==> config.mk <==
export PLATFORM = sky130hd
export DESIGN_NAME = tx_scheduler_flat
export DESIGN_NICKNAME = d
export VERILOG_FILES = /design/src/rtl/tx_scheduler_if.sv /design/src/rtl/tx_scheduler.sv /design/src/flat_wrapper.sv
export SDC_FILE = /design/constraint.sdc
export NUM_CORES = 1
export LEC_CHECK = 0
export BUFFER_PORTS_ARGS = -buffer_cell sky130_fd_sc_hd__buf_2
export CAP_MARGIN = 15
export CORE_ASPECT_RATIO = 0.7
export CORE_UTILIZATION = 48
export DETAILED_ROUTE_END_ITERATION = 7
export GPL_TIMING_DRIVEN = 0
export PLACE_DENSITY_LB_ADDON = 0.08
export SLEW_MARGIN = 40
export SYNTH_ARGS = -nofsm -noshare
export SYNTH_HDL_FRONTEND = slang
export SYNTH_SLANG_ARGS = --single-unit
==> constraint.sdc <==
create_clock -name clk_f -period 4.2 [get_ports clk_f]
set_input_delay 0.42 -clock clk_f [delete_from_list [all_inputs] [get_ports clk_f]]
set_output_delay 0.42 -clock clk_f [all_outputs]
set_load 0.05 [all_outputs]
==> src/rtl/tx_scheduler_if.sv <==
// Requester handshake and TX datapath bus of the TX scheduler.
// The master side is the requester / TX-datapath environment; the slave side is the scheduler.
interface tx_scheduler_if;
  logic        req0_valid;
  logic [31:0] req0_data;
  logic        req0_ready;
  logic        req1_valid;
  logic [31:0] req1_data;
  logic        req1_ready;
  logic [31:0] tx_data;
  logic        tx_valid;
  logic        tx_active;

  modport master (
    output req0_valid, req0_data, req1_valid, req1_data,
    input  req0_ready, req1_ready, tx_data, tx_valid, tx_active
  );

  modport slave (
    input  req0_valid, req0_data, req1_valid, req1_data,
    output req0_ready, req1_ready, tx_data, tx_valid, tx_active
  );
endinterface

==> src/rtl/tx_scheduler.sv <==
// TX scheduler: sequences the link (OFF -> TRAIN -> IDLE/SEND) and shares the
// 32-bit TX word between two requesters with round-robin, burst-limited arbitration.
module tx_scheduler #(
  parameter int unsigned INIT_WORDS = 4,
  parameter logic [31:0] COM_WORD   = 32'hBCBCBCBC,
  parameter logic [31:0] IDLE_WORD  = 32'h7C7C7C7C,
  parameter int unsigned MAX_BURST  = 4
) (
  input  logic           clk_f,
  input  logic           reset,
  input  logic           enable,
  tx_scheduler_if.slave  bus,
  output logic [1:0]     state
);

  typedef enum logic [1:0] {
    ST_OFF   = 2'd0,
    ST_TRAIN = 2'd1,
    ST_IDLE  = 2'd2,
    ST_SEND  = 2'd3
  } state_e;

  localparam int unsigned CW = $clog2(INIT_WORDS + 1);
  localparam int unsigned BW = $clog2(MAX_BURST + 1);
  localparam logic [CW-1:0] TRAIN_LAST = CW'(INIT_WORDS - 1);
  localparam logic [BW-1:0] BURST_MAX  = BW'(MAX_BURST);

  state_e        state_q, state_d;
  logic [31:0]   tx_data_q, tx_data_d;
  logic          tx_valid_q, tx_valid_d;
  logic          tx_active_q, tx_active_d;
  logic [CW-1:0] train_cnt_q, train_cnt_d;
  logic [BW-1:0] burst_q, burst_d;
  logic          owner_q, owner_d;
  logic          last_grant_q, last_grant_d;

  logic arb_on;
  logic own_valid;
  logic oth_valid;
  logic grant_any;
  logic grant_pick;

  // Arbitration: pick a requester from registered state and the valids only (never from ready).
  always_comb begin
    // NOTE: every variable gets a default first so no path leaves it unassigned (no latch).
    grant_any  = 1'b0;
    grant_pick = owner_q;
    arb_on     = enable && (state_q == ST_IDLE || state_q == ST_SEND);
    own_valid  = owner_q ? bus.req1_valid : bus.req0_valid;
    oth_valid  = owner_q ? bus.req0_valid : bus.req1_valid;
    if (arb_on) begin
      if (state_q == ST_IDLE && bus.req0_valid && bus.req1_valid) begin
        // Fresh contention from idle: alternate away from the last winner.
        grant_any  = 1'b1;
        grant_pick = ~last_grant_q;
      end else if (own_valid && (burst_q < BURST_MAX || !oth_valid)) begin
        grant_any  = 1'b1;
        grant_pick = owner_q;
      end else if (oth_valid) begin
        grant_any  = 1'b1;
        grant_pick = ~owner_q;
      end
    end
  end

  assign bus.req0_ready = grant_any && !grant_pick;
  assign bus.req1_ready = grant_any &&  grant_pick;

  // State register plus datapath registers; reset is asynchronous and immediate.
  always_ff @(posedge clk_f or posedge reset) begin
    if (reset) begin
      state_q      <= ST_OFF;
      tx_data_q    <= '0;
      tx_valid_q   <= 1'b0;
      tx_active_q  <= 1'b0;
      train_cnt_q  <= '0;
      burst_q      <= '0;
      owner_q      <= 1'b0;
      last_grant_q <= 1'b1;
    end else begin
      // NOTE: non-blocking assignments so every flop samples the pre-edge values.
      state_q      <= state_d;
      tx_data_q    <= tx_data_d;
      tx_valid_q   <= tx_valid_d;
      tx_active_q  <= tx_active_d;
      train_cnt_q  <= train_cnt_d;
      burst_q      <= burst_d;
      owner_q      <= owner_d;
      last_grant_q <= last_grant_d;
    end
  end

  // Next-state logic: dropping enable always returns to OFF.
  always_comb begin
    state_d = state_q;
    unique case (state_q)
      ST_OFF:   if (enable) state_d = ST_TRAIN;
      ST_TRAIN: begin
        if (!enable)                        state_d = ST_OFF;
        else if (train_cnt_q == TRAIN_LAST) state_d = ST_IDLE;
      end
      ST_IDLE, ST_SEND: begin
        if (!enable)       state_d = ST_OFF;
        else if (grant_any) state_d = ST_SEND;
        else               state_d = ST_IDLE;
      end
      default:  state_d = ST_OFF;
    endcase
  end

  // Output logic: next TX word, counters and arbitration bookkeeping.
  always_comb begin
    tx_data_d    = '0;
    tx_valid_d   = 1'b0;
    tx_active_d  = 1'b0;
    train_cnt_d  = train_cnt_q;
    burst_d      = burst_q;
    owner_d      = owner_q;
    last_grant_d = last_grant_q;
    if (!enable) begin
      train_cnt_d = '0;
      burst_d     = '0;
    end else begin
      unique case (state_q)
        ST_OFF: train_cnt_d = '0;
        ST_TRAIN: begin
          tx_data_d   = COM_WORD;
          tx_active_d = 1'b1;
          train_cnt_d = train_cnt_q + CW'(1);
        end
        ST_IDLE, ST_SEND: begin
          tx_active_d = 1'b1;
          if (grant_any) begin
            tx_data_d    = grant_pick ? bus.req1_data : bus.req0_data;
            tx_valid_d   = 1'b1;
            last_grant_d = grant_pick;
            if (grant_pick == owner_q) begin
              burst_d = (burst_q == BURST_MAX) ? burst_q : burst_q + BW'(1);
            end else begin
              owner_d = grant_pick;
              burst_d = BW'(1);
            end
          end else begin
            tx_data_d = IDLE_WORD;
            burst_d   = '0;
          end
        end
        default: ;
      endcase
    end
  end

  assign bus.tx_data   = tx_data_q;
  assign bus.tx_valid  = tx_valid_q;
  assign bus.tx_active = tx_active_q;
  assign state         = state_q;

endmodule

==> src/flat_wrapper.sv <==
// flat-port wrapper written by rule: the top's interface ports become plain ports
module tx_scheduler_flat 
#(
  parameter int unsigned INIT_WORDS = 4,
  parameter logic [31:0] COM_WORD   = 32'hBCBCBCBC,
  parameter logic [31:0] IDLE_WORD  = 32'h7C7C7C7C,
  parameter int unsigned MAX_BURST  = 4
)
  (clk_f, reset, enable, state, bus_req0_valid, bus_req0_data, bus_req1_valid, bus_req1_data, bus_req0_ready, bus_req1_ready, bus_tx_data, bus_tx_valid, bus_tx_active);
  tx_scheduler_if bus_i ();
  input  logic clk_f;
  input  logic reset;
  input  logic enable;
  output logic [1:0] state;
  input wire logic [$bits(bus_i.req0_valid)-1:0] bus_req0_valid;
  input wire logic [$bits(bus_i.req0_data)-1:0] bus_req0_data;
  input wire logic [$bits(bus_i.req1_valid)-1:0] bus_req1_valid;
  input wire logic [$bits(bus_i.req1_data)-1:0] bus_req1_data;
  output wire logic [$bits(bus_i.req0_ready)-1:0] bus_req0_ready;
  output wire logic [$bits(bus_i.req1_ready)-1:0] bus_req1_ready;
  output wire logic [$bits(bus_i.tx_data)-1:0] bus_tx_data;
  output wire logic [$bits(bus_i.tx_valid)-1:0] bus_tx_valid;
  output wire logic [$bits(bus_i.tx_active)-1:0] bus_tx_active;
  assign bus_i.req0_valid = bus_req0_valid;
  assign bus_i.req0_data = bus_req0_data;
  assign bus_i.req1_valid = bus_req1_valid;
  assign bus_i.req1_data = bus_req1_data;
  assign bus_req0_ready = bus_i.req0_ready;
  assign bus_req1_ready = bus_i.req1_ready;
  assign bus_tx_data = bus_i.tx_data;
  assign bus_tx_valid = bus_i.tx_valid;
  assign bus_tx_active = bus_i.tx_active;
  tx_scheduler #(.INIT_WORDS(INIT_WORDS), .COM_WORD(COM_WORD), .IDLE_WORD(IDLE_WORD), .MAX_BURST(MAX_BURST)) u_core (.clk_f(clk_f), .reset(reset), .enable(enable), .bus(bus_i), .state(state));
endmodule
Word-level counts from Yosys, hierarchy flattened
Index checks and enable logic that the tools add are counted.
- bitwise logic cells: 3
- shift operators: 0
- multiply operators: 0
- order comparisons: 1
- mux-type cells: 32
- reductions and logical operators: 17
- eq/ne operators: 11
- add/subtract/negate cells: 2
- divide/modulo/power cells: 0
- operators by type and width (operator ; count):
    32-bit two-way mux ; 3
    32-bit case mux with 2 select lines ; 1
    3-bit two-way mux ; 6
    1-bit two-way mux ; 16
    2-bit two-way mux ; 4
    3-bit by 1-bit adder with 3-bit output, second input constant ; 2
    1-bit logical AND ; 6
    2-bit case mux with 3 select lines ; 1
    3-bit case mux with 2 select lines ; 1
    2-bit equality test, second input constant ; 2
    4-bit inequality test, second input constant ; 1
    2-bit AND reduction ; 2
    4-bit AND reduction ; 1
    3-bit by 2-bit equality test with 1-bit output, second input constant ; 1
    3-bit equality test, second input constant ; 1
    3-bit less-than comparator, second input constant ; 1
    3-bit by 1-bit inequality test with 1-bit output, second input constant ; 1
    3-bit by 2-bit inequality test with 1-bit output, second input constant ; 1
    1-bit inverter ; 3
    3-bit AND reduction ; 1
    3-bit OR reduction ; 1
    2-bit by 1-bit equality test with 1-bit output, second input constant ; 1
    1-bit logical NOT ; 2
    2-bit logical NOT ; 1
    5 further kinds ; 6
- memories kept: 0
- bits in latches: 0
- RAM bits: 0
- bits in read-only memories: 0
- register bits after elaboration: 44

Logic depth before layout (Yosys ltp)
- depth after elaboration: 12
- gate-level depth with buffers: 7
- depth with buffers taken out: 6

Least setup slack after synthesis
OpenSTA, ideal clock, no wires.
- kind: reg2out
- from: register u_core.state_q[1] (netlist: u_core.state[1])
- to: output bus_req1_ready
- required time: 3.780 ns
- cell stages (with the launch flop): 6
- slack: 2.129 ns
- data arrival time: 1.651 ns
- path buffers: 2
- path through: dfrtp_1 > buf_2 > nand3_2 > a311o_2 > clkinv_4 > buf_8
- longest elaborated chain between the ends: 6
- elaborated cells on any way between the ends: 11
- RTL lines (item ; line ; source):
    from (decl) ; tx_scheduler.sv:28 ; state_e state_q, state_d;
    from (signal assigned) ; tx_scheduler.sv:82 ; state_q <= state_d;
    2-bit equality test ; tx_scheduler.sv:48, tx_scheduler.sv:52 ;
    1-bit logical AND (2 in series) ; tx_scheduler.sv:52 ; if (state_q == ST_IDLE && bus.req0_valid && bus.req1_valid) begin
    1-bit two-way mux ; tx_scheduler.sv:52 ;
    1-bit two-way mux ; tx_scheduler.sv:51 ; if (arb_on) begin
    1-bit logical AND (*) ; tx_scheduler.sv:67 ; assign bus.req1_ready = grant_any && grant_pick;
    to (decl) ; flat_wrapper.sv:20 ; output wire logic [$bits(bus_i.req1_ready)-1:0] bus_req1_ready;
Every way passes the cells marked *; elsewhere a longest branch is shown, timed or not.

Final worst setup path
Ends and elaborated chain as after synthesis.

==> metrics.txt <==
#FFs+latches synth=44; Flop pwr share=0.505; DRT Pass-1 Iters=4; Die Y=56.2 um; CP max stage delay=0.44 ns; Rel. slew slack=0.655; largest net degree at the start of global routing=45; Yosys cell types=48; Clock Root Buffer=clkbuf_8; max-cap violation count=0; antenna violations before repair=0; DRC Markers=0; Combinational Power Share=0.159; RSZ-0062 raised after global routing=false; Max Slew Vio Count=0; Async S/R FF share, synth=1.00; dominant cell type by area after synthesis=dfrtp_1; clk sinks=44; Seq/Total Area, Yosys=0.547; routed len/inst=14.2 um; Die ar.=4470 um^2; Post-synth EDFFs=0; clk slew on worst S/H paths=0.08 ns; worst-case clock buffer depth=2; nets=346; vias in the first global route=1,582; initial core utilization=0.508; most common cell after layout, fill and taps aside=buf_2; Worst Setup End Kind=primary output; Synth top area share=0.534; number of fill cells=319; Sw Share=0.256; buffers plus inverters on the worst setup path=4; P_int=0.661 mW; setup tns final=0 ns; maximum clock frequency=0.417 GHz; Hold Crit Class=input pin to async pin; commonest cells after routing, fill and taps aside=buf_2, dfrtp_1, o221a_1; CTS buffer count=5; yosys warns=0; Worst-Skew Late Latency=0.28 ns; post-route ant nets=0; cts-stage hold buffer count=0; postcts setup bufs=0; # diodes=0; Synth area leaders=dfrtp_1, o221a_1, a22o_1; crit path DAT=1.98 ns; Layout Skew=0.00685 ns; vias per std cell=5.30; Syn-to-layout area delta=34.6%; Overall Global Routing Usage=0.211; first-pass GRT wire length=7190 um; CP Launch Type=flip-flop; slowest library cell on the worst path=a311o_2; Max IR drop VDD=0.216 mV; CP Class=flip-flop to primary output; Post-Route WL=4590 um; Die Width=79.5 um; H-tree levels=2; sw power=0.227 mW; Avg Cell Area, Syn=12.6 um^2; PortBufs=106; delay-heaviest family, CP=buffers and inverters; Hold Vio Cnt, Final=0; Syn Std Cell Area=2020 um^2; placer's final routability congestion estimate=0.830; layout cells sized above 1=0.489; Slew @ Worst Pin=0.517 ns; post-CTS sizing=0; setup slack at placement=2.12 ns; predominant post-synthesis flop cell=dfrtp_1; IO Pins=107; status=complete, no violations; endpoints failing setup=0; Congestion Overflow GR=0; DR iter-0 viols=97; Pleak=1.43 nW; CORE AREA=3970 um^2; Pwr Density=327 nW/um^2; worst path cell trace=buf_2, nand3_2, a311o_2, clkinv_4, buf_8, buf_2; CTS tree=built; critical-path maximum fanout=10; Setup WS post-layout=1.80 ns; Final min period=2.40 ns; final period utilization=0.572; estimated wirelength of the detail-placed design=3480 um; Cells after Synth=160; Clk pwr share=0.335; via count=1,716; FP Rows=19; Synth Net Count=233; cell repeated most along the worst path=buf_2; Crit path required time=3.78 ns
-- Yosys cell counts (2+ instances only) --
master / count
a2111oi_0: 2
a21boi_0: 2
a21oi_1: 9
a22o_1: 8
a32oi_1: 3
and4b_1: 2
buf_2: 3
buf_6: 5
clkbuf_1: 2
dfrtp_1: 43
ha_1: 4
inv_1: 10
nand2_1: 2
nor2_1: 11
o221a_1: 20
o2bb2ai_1: 2
-- cell families (layout without fill, tap and decap cells) --
| group | count (synthesis) | after routing | share of synthesized area |
|---|---|---|---|
| XOR/XNOR | 1 | 1 | 0.00435 |
| multiplexers | 1 | 1 | 0.00559 |
| AO/OA/AOI/OAI | 60 | 60 | 0.266 |
| flip-flops | 44 | 44 | 0.547 |
| adder cells (fa/ha/maj) | 4 | 4 | 0.0248 |
| buffers and inverters | 24 | 136 | 0.0732 |
| AND/OR/NAND/NOR | 26 | 26 | 0.0788 |
-- sequential cells by signal (all words and copies together) (netlist names) --
signal	flops
u_core.owner_q	1
u_core.burst_q	3
u_core.bus.tx_valid	1
u_core.last_grant_q	1
u_core.train_cnt_q	3
u_core.state	2
u_core.bus.tx_active	1
u_core.bus.tx_data	32
-- area by class of cell --
class,count,area (um^2),area share
plain buffers,11,93.8,0.0346
clock buffers,5,68.8,0.0254
clock inverters,1,30.0,0.0111
inverters,13,56.3,0.0208
multi-input cells,92,766,0.282
flip-flops and latches,44,1100,0.406
well taps,52,65.1,0.0240
repair buffers,106,531,0.196
-- worst register-to-register path: cells and delay by family (launching register included) --
family,cells,cell delay [ns]
flops,1,0.43
buf+inv,3,0.78
compound gates,2,0.47
-- power groups by stage --
stage | combinational (mW) | clock (mW) | sequential, mW
after floorplan | 0.0398 | 0 | 0.503
after global placement | 0.140 | 0 | 0.457
after detailed placement | 0.142 | 0 | 0.457
after CTS | 0.142 | 0.304 | 0.449
after global routing | 0.153 | 0.328 | 0.451
final | 0.141 | 0.298 | 0.449
-- per-layer routing --
layer	vias to the layer above	wire length, um	part of all wire	track usage
met4	0	21	0.0046	0.0390
met3	2	334	0.073	0.0525
li1	840	-	-	-
met1	803	2030	0.44	0.278
met5	-	0	0	0
met2	71	2210	0.48	0.355
-- path summary, 6_finish.rpt --
path	end	from	cells after the start	slack, ns
worst max register to register	u_core.bus.tx_data[27]	u_core.state[1]	5	2.41
worst max-delay path	bus_req1_ready	u_core.state[1]	6	1.80
worst min-delay path	u_core.bus.tx_data[15]	reset	2	0.19
max in group asynchronous	u_core.last_grant_q	reset	2	3.65
worst min register to register	u_core.burst_q[1]	u_core.burst_q[1]	1	0.53
min in group clk_f	u_core.bus.tx_data[0]	bus_req0_data[0]	2	0.36
-- stage by stage --
step / total power, mW / instances / util / hold slack, ns / cell area (um^2)
2_1_floorplan: 0.543 / 160 / - / 0.481 / 2020
3_3_place_gp: 0.597 / 318 / 0.658 / 0.504 / 2610
3_5_place_dp: 0.599 / 318 / 0.658 / 0.507 / 2610
4_1_cts: 0.895 / 324 / 0.683 / 0.200 / 2710
5_1_grt: 0.931 / 324 / 0.683 / 0.226 / 2710
6_report: 0.888 / 324 / 0.683 / 0.189 / 2710
(Power assumes the default switching activity.)
